File: config.mk
export PLATFORM = sky130hd
export DESIGN_NAME = mem_port_arbiter_flat
export DESIGN_NICKNAME = d
export VERILOG_FILES = /design/src/rtl/mem_port_arbiter_if.sv /design/src/rtl/mem_port_arbiter.sv /design/src/flat_wrapper.sv
export SDC_FILE = /design/constraint.sdc
export NUM_CORES = 1
export LEC_CHECK = 0
export CAP_MARGIN = 20
export CORE_MARGIN = 8
export CORE_UTILIZATION = 39
export DETAILED_ROUTE_END_ITERATION = 10
export PLACE_DENSITY = 0.88
export SLEW_MARGIN = 10
export SYNTH_ARGS = -nofsm -noshare
export SYNTH_HDL_FRONTEND = slang
export SYNTH_SLANG_ARGS = --single-unit
File: constraint.sdc
create_clock -name clk -period 3.62 [get_ports clk]
set_input_delay 0.362 -clock clk [delete_from_list [all_inputs] [get_ports clk]]
set_output_delay 0.362 -clock clk [all_outputs]
set_load 0.01 [all_outputs]
File: src/rtl/mem_port_arbiter_if.sv
// Bundle of the two requester ports (I and D) and the shared memory port seen by mem_port_arbiter.
// slave: arbiter view; master: environment view (caches plus memory model).
interface mem_port_arbiter_if #(
  parameter int ADDR_W = 32,
  parameter int DATA_W = 32
);
  logic              i_req_valid;
  logic              i_req_wr;
  logic [ADDR_W-1:0] i_req_addr;
  logic [DATA_W-1:0] i_wr_data;
  logic              i_req_ready;
  logic [DATA_W-1:0] i_rd_data;

  logic              d_req_valid;
  logic              d_req_wr;
  logic [ADDR_W-1:0] d_req_addr;
  logic [DATA_W-1:0] d_wr_data;
  logic              d_req_ready;
  logic [DATA_W-1:0] d_rd_data;

  logic              mem_req_valid;
  logic              mem_req_wr;
  logic [ADDR_W-1:0] mem_req_addr;
  logic [DATA_W-1:0] mem_wr_data;
  logic [DATA_W-1:0] mem_req_data;
  logic              mem_req_ready;

  modport slave (
    input  i_req_valid, i_req_wr, i_req_addr, i_wr_data,
    output i_req_ready, i_rd_data,
    input  d_req_valid, d_req_wr, d_req_addr, d_wr_data,
    output d_req_ready, d_rd_data,
    output mem_req_valid, mem_req_wr, mem_req_addr, mem_wr_data,
    input  mem_req_data, mem_req_ready
  );

  modport master (
    output i_req_valid, i_req_wr, i_req_addr, i_wr_data,
    input  i_req_ready, i_rd_data,
    output d_req_valid, d_req_wr, d_req_addr, d_wr_data,
    input  d_req_ready, d_rd_data,
    input  mem_req_valid, mem_req_wr, mem_req_addr, mem_wr_data,
    output mem_req_data, mem_req_ready
  );
endinterface

File: src/rtl/mem_port_arbiter.sv
// Round-robin, whole-transaction arbiter sharing one memory port between I-cache and D-cache.
// Optional watchdog enabled by defining ARB_TIMEOUT_EN (adds TIMEOUT_CYCLES and arb_timeout).
module mem_port_arbiter #(
  parameter int ADDR_W = 32,
  parameter int DATA_W = 32
`ifdef ARB_TIMEOUT_EN
  , parameter int TIMEOUT_CYCLES = 255
`endif
) (
  input  logic clk,
  input  logic rst,
  mem_port_arbiter_if.slave bus
`ifdef ARB_TIMEOUT_EN
  , output logic arb_timeout
`endif
);

  typedef enum logic [1:0] {IDLE, BUSY_I, BUSY_D, RESP} state_t;

  state_t            state_reg, state_next;
  logic              last_d_reg, last_d_next;   // 1: D won the most recent grant
  logic              wr_reg, wr_next;
  logic [ADDR_W-1:0] addr_reg, addr_next;
  logic [DATA_W-1:0] wdata_reg, wdata_next;
  logic [DATA_W-1:0] resp_reg, resp_next;
  logic              busy;

`ifdef ARB_TIMEOUT_EN
  localparam int CNT_W = ($clog2(TIMEOUT_CYCLES + 1) > 8) ? $clog2(TIMEOUT_CYCLES + 1) : 8;
  logic [CNT_W-1:0] cnt_reg, cnt_next;
  logic             timeout_reg, timeout_next;
`endif

  always_ff @(posedge clk or posedge rst) begin
    if (rst) begin
      state_reg  <= IDLE;
      last_d_reg <= 1'b1;
      wr_reg     <= 1'b0;
      addr_reg   <= '0;
      wdata_reg  <= '0;
      resp_reg   <= '0;
`ifdef ARB_TIMEOUT_EN
      cnt_reg     <= '0;
      timeout_reg <= 1'b0;
`endif
    end else begin
      state_reg  <= state_next;
      last_d_reg <= last_d_next;
      wr_reg     <= wr_next;
      addr_reg   <= addr_next;
      wdata_reg  <= wdata_next;
      resp_reg   <= resp_next;
`ifdef ARB_TIMEOUT_EN
      cnt_reg     <= cnt_next;
      timeout_reg <= timeout_next;
`endif
    end
  end

  always_comb begin
    state_next  = state_reg;
    last_d_next = last_d_reg;
    wr_next     = wr_reg;
    addr_next   = addr_reg;
    wdata_next  = wdata_reg;
    resp_next   = resp_reg;
`ifdef ARB_TIMEOUT_EN
    cnt_next     = cnt_reg;
    timeout_next = timeout_reg;
`endif
    case (state_reg)
      IDLE: begin
`ifdef ARB_TIMEOUT_EN
        cnt_next = '0;
`endif
        // I wins when alone, or on a tie when D held the previous grant
        if (bus.i_req_valid && (!bus.d_req_valid || last_d_reg)) begin
          state_next  = BUSY_I;
          last_d_next = 1'b0;
          wr_next     = bus.i_req_wr;
          addr_next   = bus.i_req_addr;
          wdata_next  = bus.i_wr_data;
        end else if (bus.d_req_valid) begin
          state_next  = BUSY_D;
          last_d_next = 1'b1;
          wr_next     = bus.d_req_wr;
          addr_next   = bus.d_req_addr;
          wdata_next  = bus.d_wr_data;
        end
      end
      BUSY_I, BUSY_D: begin
        if (bus.mem_req_ready) begin
          resp_next  = bus.mem_req_data;
          state_next = RESP;
        end
`ifdef ARB_TIMEOUT_EN
        // Counter value k means k BUSY cycles have already passed without an answer
        else if (cnt_reg == CNT_W'(TIMEOUT_CYCLES - 1)) begin
          resp_next    = DATA_W'(32'hDEAD_BEEF);
          timeout_next = 1'b1;
          state_next   = RESP;
        end else begin
          cnt_next = cnt_reg + CNT_W'(1);
        end
`endif
      end
      RESP:    state_next = IDLE;
      default: state_next = IDLE;
    endcase
  end

  assign busy = (state_reg == BUSY_I) || (state_reg == BUSY_D);

  assign bus.mem_req_valid = busy;
  assign bus.mem_req_wr    = busy & wr_reg;
  assign bus.mem_req_addr  = busy ? addr_reg : '0;
  assign bus.mem_wr_data   = busy ? wdata_reg : '0;

  assign bus.i_req_ready = (state_reg == RESP) && !last_d_reg;
  assign bus.d_req_ready = (state_reg == RESP) && last_d_reg;
  assign bus.i_rd_data   = bus.i_req_ready ? resp_reg : '0;
  assign bus.d_rd_data   = bus.d_req_ready ? resp_reg : '0;

`ifdef ARB_TIMEOUT_EN
  assign arb_timeout = timeout_reg;
`endif

endmodule

File: src/flat_wrapper.sv
// flat-port wrapper written by rule: the top's interface ports become plain ports
module mem_port_arbiter_flat 
#(
  parameter int ADDR_W = 32,
  parameter int DATA_W = 32

)
  (clk, rst, bus_i_req_valid, bus_i_req_wr, bus_i_req_addr, bus_i_wr_data, bus_i_req_ready, bus_i_rd_data, bus_d_req_valid, bus_d_req_wr, bus_d_req_addr, bus_d_wr_data, bus_d_req_ready, bus_d_rd_data, bus_mem_req_valid, bus_mem_req_wr, bus_mem_req_addr, bus_mem_wr_data, bus_mem_req_data, bus_mem_req_ready);
  mem_port_arbiter_if #(.ADDR_W(ADDR_W), .DATA_W(DATA_W)) bus_i ();
  input  logic clk;
  input  logic rst;
  input wire logic [$bits(bus_i.i_req_valid)-1:0] bus_i_req_valid;
  input wire logic [$bits(bus_i.i_req_wr)-1:0] bus_i_req_wr;
  input wire logic [$bits(bus_i.i_req_addr)-1:0] bus_i_req_addr;
  input wire logic [$bits(bus_i.i_wr_data)-1:0] bus_i_wr_data;
  output wire logic [$bits(bus_i.i_req_ready)-1:0] bus_i_req_ready;
  output wire logic [$bits(bus_i.i_rd_data)-1:0] bus_i_rd_data;
  input wire logic [$bits(bus_i.d_req_valid)-1:0] bus_d_req_valid;
  input wire logic [$bits(bus_i.d_req_wr)-1:0] bus_d_req_wr;
  input wire logic [$bits(bus_i.d_req_addr)-1:0] bus_d_req_addr;
  input wire logic [$bits(bus_i.d_wr_data)-1:0] bus_d_wr_data;
  output wire logic [$bits(bus_i.d_req_ready)-1:0] bus_d_req_ready;
  output wire logic [$bits(bus_i.d_rd_data)-1:0] bus_d_rd_data;
  output wire logic [$bits(bus_i.mem_req_valid)-1:0] bus_mem_req_valid;
  output wire logic [$bits(bus_i.mem_req_wr)-1:0] bus_mem_req_wr;
  output wire logic [$bits(bus_i.mem_req_addr)-1:0] bus_mem_req_addr;
  output wire logic [$bits(bus_i.mem_wr_data)-1:0] bus_mem_wr_data;
  input wire logic [$bits(bus_i.mem_req_data)-1:0] bus_mem_req_data;
  input wire logic [$bits(bus_i.mem_req_ready)-1:0] bus_mem_req_ready;
  assign bus_i.i_req_valid = bus_i_req_valid;
  assign bus_i.i_req_wr = bus_i_req_wr;
  assign bus_i.i_req_addr = bus_i_req_addr;
  assign bus_i.i_wr_data = bus_i_wr_data;
  assign bus_i_req_ready = bus_i.i_req_ready;
  assign bus_i_rd_data = bus_i.i_rd_data;
  assign bus_i.d_req_valid = bus_d_req_valid;
  assign bus_i.d_req_wr = bus_d_req_wr;
  assign bus_i.d_req_addr = bus_d_req_addr;
  assign bus_i.d_wr_data = bus_d_wr_data;
  assign bus_d_req_ready = bus_i.d_req_ready;
  assign bus_d_rd_data = bus_i.d_rd_data;
  assign bus_mem_req_valid = bus_i.mem_req_valid;
  assign bus_mem_req_wr = bus_i.mem_req_wr;
  assign bus_mem_req_addr = bus_i.mem_req_addr;
  assign bus_mem_wr_data = bus_i.mem_wr_data;
  assign bus_i.mem_req_data = bus_mem_req_data;
  assign bus_i.mem_req_ready = bus_mem_req_ready;
  mem_port_arbiter #(.ADDR_W(ADDR_W), .DATA_W(DATA_W)) u_core (.clk(clk), .rst(rst), .bus(bus_i));
endmodule
==> results.cfg, run 1 <==
[critical_path]
critical_path_class = reg -> out
worstPathArrival_ns = 2.63
start_kind = flip-flop
ff2ff_setup_slack_ns = 1.32
cp_data_required_time_ns = 3.26
critPathCaptureType = output port
ff2ff_path_depth = 5
crit_fanout = 69

[place]
hpwl_mm = 14.23
portBuffers = 298
place_congestion = 0.8333

[drt]
routed_wl_mm = 19.40
met2_length_mm = 9.483
vias_per_cell = 5.274
highest_layer = met4
vias = 5548
wire_per_inst_um = 18.44
dr.first_iter.drc_count = 288
drc = 0
ant_nets = 0
dr.pass1.iters = 5
wl_met3_mm = 1.688
wl_met1_mm = 7.568

[cts]
cts_sinks = 100
cts_tree = yes
clkTransAtPathRegs_ns = 0.07
cts_setup_buffers = 0
clock_path_buffers = 2
htree_levels = 3
numCtsBuffers = 9
cts-resized-gates = 0
root_buffer = clkbuf_16
clk_latency_ns = 0.34
cts_hold_buf = 0

[worst_hold_path]
hp-class = in -> reg
hold-path-cell-count = 3

[synthesis]
syn_area_per_cell_um2 = 8.945
synth_commonest_cells = dfrtp_1 (99), and2_1 (98), nor2_1 (67)
synth_seq_cells = 100
syn_inst = 609
synth_area_leaders = dfrtp_1 (45%), and2_1 (11%), a31oi_1 (7.6%)
synth_area_leader_cell = dfrtp_1
synth.distinct_cells = 26
synth_fp_nets = 778
ys_seq_area_frac = 0.4596
synth_flop_cell = dfrtp_1
synth.most_common_cell = dfrtp_1
async_flop_share = 1.000
synth_edf_count = 0
ys_warn_count = 0
synth_top_area_share = 0.4548
netlist_area_um2 = 5448

[grt]
antenna_found_initial = 1
grt_usage = 0.2091
grt_pass1_wl_mm = 30.24
grt_max_degree = 85
grt_pass1_vias = 5560
globalRouteOverflowTotal = 0

[final_layout]
nFillCells = 1152
fin_nets = 1035
seq_area_um2 = 2504
syn2layout_area_growth_pct = 61.07
multi_input_area_um2 = 2614
post_route_cells_drive_above_1_share = 0.07692

[pwr]
net-switching-power_mw = 2.806
ir_drop_mv = 0.5268
comb_power_share = 0.589
power.density_nw_per_um2 = 865.2
fin_total_pwr_mw = 7.592
p_int_mw = 4.786
power_leakage_nw = 3.512
p_sw_frac = 0.3696
p_seq_frac = 0.274
pwr-share-clk = 0.137

[sta]
period_share = 0.8267
fin_setup_tns_ns = 0
finalHoldViolations = 0
setup_viol = 0
worstMarginPinSlew_ns = 1.023
rsz0062_at_grt = no
drv_slew = 0
max-slew-margin-rel = 0.3180
layout_min_cycle_time_ns = 2.993
finClkSkew_ns = 0.003737
fmax_ghz = 0.3342

[floorplan]
core_um2 = 13770
row_count = 43
initial_core_util = 0.3955
die-area_um2 = 18010
die_h_um = 134.2
die-width_um = 134.2
io_pins = 299

[status]
status = completed

[job]
max-cap-violations = 0
## critical path: stages, from the launching register on
cell and delay (ns):
dfrtp_1 0.37, inv_1 0.05, ha_2 1.01, and2_1 0.26, clkdlybuf4s50_1 0.57
## cells by family (layout without fill, tap and decap cells)
family / count (synthesis) / in the layout / share of synthesized area
AOI/OAI and AO/OA: 137 / 137 / 0.1438
adders and majority gates: 2 / 2 / 0.004593
buffers and inverters: 68 / 330 / 0.06316
DFF: 100 / 100 / 0.4596
muxes: 32 / 32 / 0.06615
other: 0 / 1 / 0
and+or+nand+nor: 270 / 270 / 0.2627
## per-stage QoR
stage                     std cells  hold WS [ns]  utilization  worst slack, ns  area (um^2)
after floorplan                 609        0.4851            -           0.6409         5448
after global placement         1035        0.4942       0.6137           0.9888         8453
after detailed placement       1035        0.4996       0.6137           0.9861         8453
after CTS                      1051        0.4421       0.6369           0.6006         8772
after global routing           1052        0.4597       0.6371           0.4639         8775
final                          1052        0.4594       0.6371           0.6275         8775
## layout make-up
cell class | instances | share of cell area
Clock buffer | 12 | 0.02809
Timing Repair Buffer | 310 | 0.3525
Multi-Input combinational cell | 441 | 0.2979
Antenna cell | 1 | 0.0002852
Sequential cell | 100 | 0.2853
Inverter | 4 | 0.001996
Tap cell | 180 | 0.02567
Clock inverter | 4 | 0.008270
## path summary, 6_finish.rpt
kind                                     startpoint                    to
worst max-delay path            u_core.state_reg[1]  bus_mem_req_addr[25]
worst min-delay path                bus_i_req_valid  u_core.wdata_reg[19]
worst max register to register  u_core.state_reg[1]    u_core.resp_reg[8]
worst min register to register   u_core.resp_reg[9]    u_core.resp_reg[9]
max in group asynchronous                       rst     u_core.last_d_reg
min in group asynchronous                       rst  u_core.wdata_reg[29]
## placed cells by master (no fill, tap or decap), types with 2 or more instances in the layout
master           instances
o21ai_0                 58
and3_1                  32
buf_4                   10
nor2b_1                  2
a31oi_1                 66
buf_12                   2
nor2_1                  67
nand3_1                 65
dfrtp_1                 99
mux2_2                  32
nand2_1                  4
clkbuf_16                9
bufinv_16                2
and2_1                  98
clkbuf_1                 2
clkdlybuf4s50_1        297
inv_1                    2
o21ai_1                  8
a2bb2oi_1                2
## routing by layer
layer,vias to the layer above,track usage
met3,41,0.05049
met5,-,0
li1,2628,-
met4,0,0.09545
met1,2601,0.2450
met2,278,0.3545
## power by group through the flow
stage               Combinational [mW]  Clock [mW]  Sequential, mW
global placement                  4.45           0            2.07
detailed placement                4.52           0            2.10
CTS                               4.54        1.06            2.08
global route                      4.85        1.10            2.15
finish                            4.48        1.04            2.08
floorplan                         2.45           0            1.91
Note: power is estimated with default switching activity, not from simulation.
==> run 2: changes to the inputs <==
Settings changed: CORE_UTILIZATION 39 to 36, PLACE_DENSITY 0.88 to 0.85.
Clock period 3.62 ns to 2.45 ns, I/O delays scaled along.
==> run 2 against run 1 <==
Net effect: worst hold slack got worse by 0.21 ns; count of clock-buffer cells in the layout did not move; sequential share of layout area fell by 0.51 points; first-iteration DRC count is 9.7% higher; combinational power grew 56%; final area grew 1.8%; cell count rose by 1.5%; clock skew increased by 0.0052 ns; sequential cell count did not move; critical endpoint is now bus_mem_wr_data[23]; largest cell class unchanged; largest power group unchanged.
==> results.cfg, run 2 (synthesis gave the netlist of run 1 again) <==
[cts]
cts_tree = yes
numCtsBuffers = 9
clkTransAtPathRegs_ns = 0.07
htree_levels = 3
root_buffer = clkbuf_16
clk_latency_ns = 0.34
cts_sinks = 100
cts_setup_buffers = 0
cts_hold_buf = 0
cts-resized-gates = 0
clock_path_buffers = 2

[drt]
ant_nets = 0
dr.pass1.iters = 5
routed_wl_mm = 19.82
wire_per_inst_um = 18.55
drc = 0
vias_per_cell = 5.202
dr.first_iter.drc_count = 316
vias = 5556

[critical_path]
start_kind = flip-flop
crit_fanout = 35
slowest_delay_ns = 0.56
cpMaxStageDelayCell = clkdlybuf4s50_1
ff2ff_setup_slack_ns = 0.49
critical_path_class = reg -> out
crit_chain = inv_1 -> ha_2 -> buf_12 -> and2_1 -> clkdlybuf4s50_1
critPathCaptureType = output port
worstPathArrival_ns = 2.08
cp_data_required_time_ns = 2.20
crit_buf_inv = 3
cpLargestDelayFamily = buffers and inverters

[sta]
max-slew-margin-rel = 0.6114
fmax_ghz = 0.4303
finalHoldViolations = 0
finClkSkew_ns = 0.008896
drv_slew = 0
worstMarginPinSlew_ns = 0.5817
setup_viol = 0
layout_min_cycle_time_ns = 2.324
period_share = 0.9485

[grt]
grt_pass1_vias = 5643
grt_pass1_wl_mm = 31.64
antenna_found_initial = 0
globalRouteOverflowTotal = 0
grt_usage = 0.2036
grt_max_degree = 70

[place]
portBuffers = 298
hpwl_mm = 14.66
place_congestion = 0.8019
place_inst = 1052

[final_layout]
post_route_cells_drive_above_1_share = 0.08750
final_cells = 1068
final_common_cell = clkdlybuf4s50_1
syn2layout_area_growth_pct = 64.01
diodes = 0
layout_common_cells = clkdlybuf4s50_1 (297), dfrtp_1 (99), and2_1 (98), nor2_1 (67), a31oi_1 (66)
fin_nets = 1045
nFillCells = 1289

[floorplan]
initial_core_util = 0.3637
row_count = 45
io_pins = 299
die_h_um = 139.0
die-width_um = 139.0
die-area_um2 = 19330
core_um2 = 14980

[pwr]
power.density_nw_per_um2 = 1286
comb_power_share = 0.607
pwr-share-clk = 0.128
ir_drop_mv = 0.6238
fin_total_pwr_mw = 11.49
p_int_mw = 7.218
p_sw_frac = 0.3717
p_seq_frac = 0.264
net-switching-power_mw = 4.270
power_leakage_nw = 3.584

[job]
max-cap-violations = 0

[worst_hold_path]
hp-class = in -> reg

[status]
status = completed
run 2: cell types whose count changed in the layout (fill, tap and decap cells not counted):
cell and delta:
buf_12 +6, buf_4 +3, bufinv_16 -1, clkbuf_1 -1, clkbuf_16 +1, clkbuf_8 +1, clkinv_2 -1, clkinv_4 +1
clkinvlp_4 +1, diode_2 -1, inv_4 -1
run 2: through the flow:
stage | area (um^2) | hold WS (ns) | utilization | worst slack (ns) | TNS, ns
after detailed placement | 8607 | 0.5032 | 0.5747 | 0.4287 | 0
after global placement | 8607 | 0.4943 | 0.5747 | 0.4401 | 0
final | 8935 | 0.2462 | 0.5966 | 0.1261 | 0
after global routing | 8935 | 0.2456 | 0.5966 | -0.00008127 | -0.00008127
after floorplan | 5451 | 0.3954 | - | 0.7973 | 0
after CTS | 8910 | 0.2291 | 0.5949 | 0.04543 | 0
run 2: layer usage:
metal  vias to the layer above  global-route usage  share of wire
li1                       2651                   -              -
met2                       252              0.3421           0.50
met4                         0             0.06932          0.021
met3                        27             0.07057          0.086
met1                      2626              0.2377           0.40
met5                         -                   0              0
run 2: power by group through the flow:
stage          sequential [mW]  combinational, mW  clock, mW
2_1_floorplan             2.83               3.62          0
3_3_place_gp              3.01               6.86          0
3_5_place_dp              3.06               6.93          0
4_1_cts                   3.03               6.96       1.51
5_1_grt                   3.14               7.59       1.58
6_report                  3.04               6.98       1.47
run 2: worst paths after layout:
check / startpoint / endpoint / cells past startpoint
worst max register to register: u_core.state_reg[0] / u_core.resp_reg[2] / 6
worst max-delay path: u_core.state_reg[0] / bus_mem_wr_data[23] / 5
worst min register to register: u_core.resp_reg[19] / u_core.resp_reg[19] / 1
min in group asynchronous: rst / u_core.resp_reg[7] / 2
max in group asynchronous: rst / u_core.addr_reg[9] / 3
worst min-delay path: bus_i_req_valid / u_core.last_d_reg / 2
run 2: final cells by class:
class / instances / area, um^2 / share of cell area
clock buffers: 12 / 256.5 / 0.02871
clock inverters: 3 / 46.29 / 0.005181
inverters: 4 / 18.77 / 0.002101
multi-input cells: 441 / 2614 / 0.2925
flip-flops and latches: 100 / 2504 / 0.2802
well taps: 188 / 235.2 / 0.02633
repair buffers: 320 / 3261 / 0.3649
==> run 3: changes to the inputs <==
Settings changed: TNS_END_PERCENT from default to 20.
==> results of run 3 <==
Same layout as run 2: the final DEF is identical, and so are final timing and power.
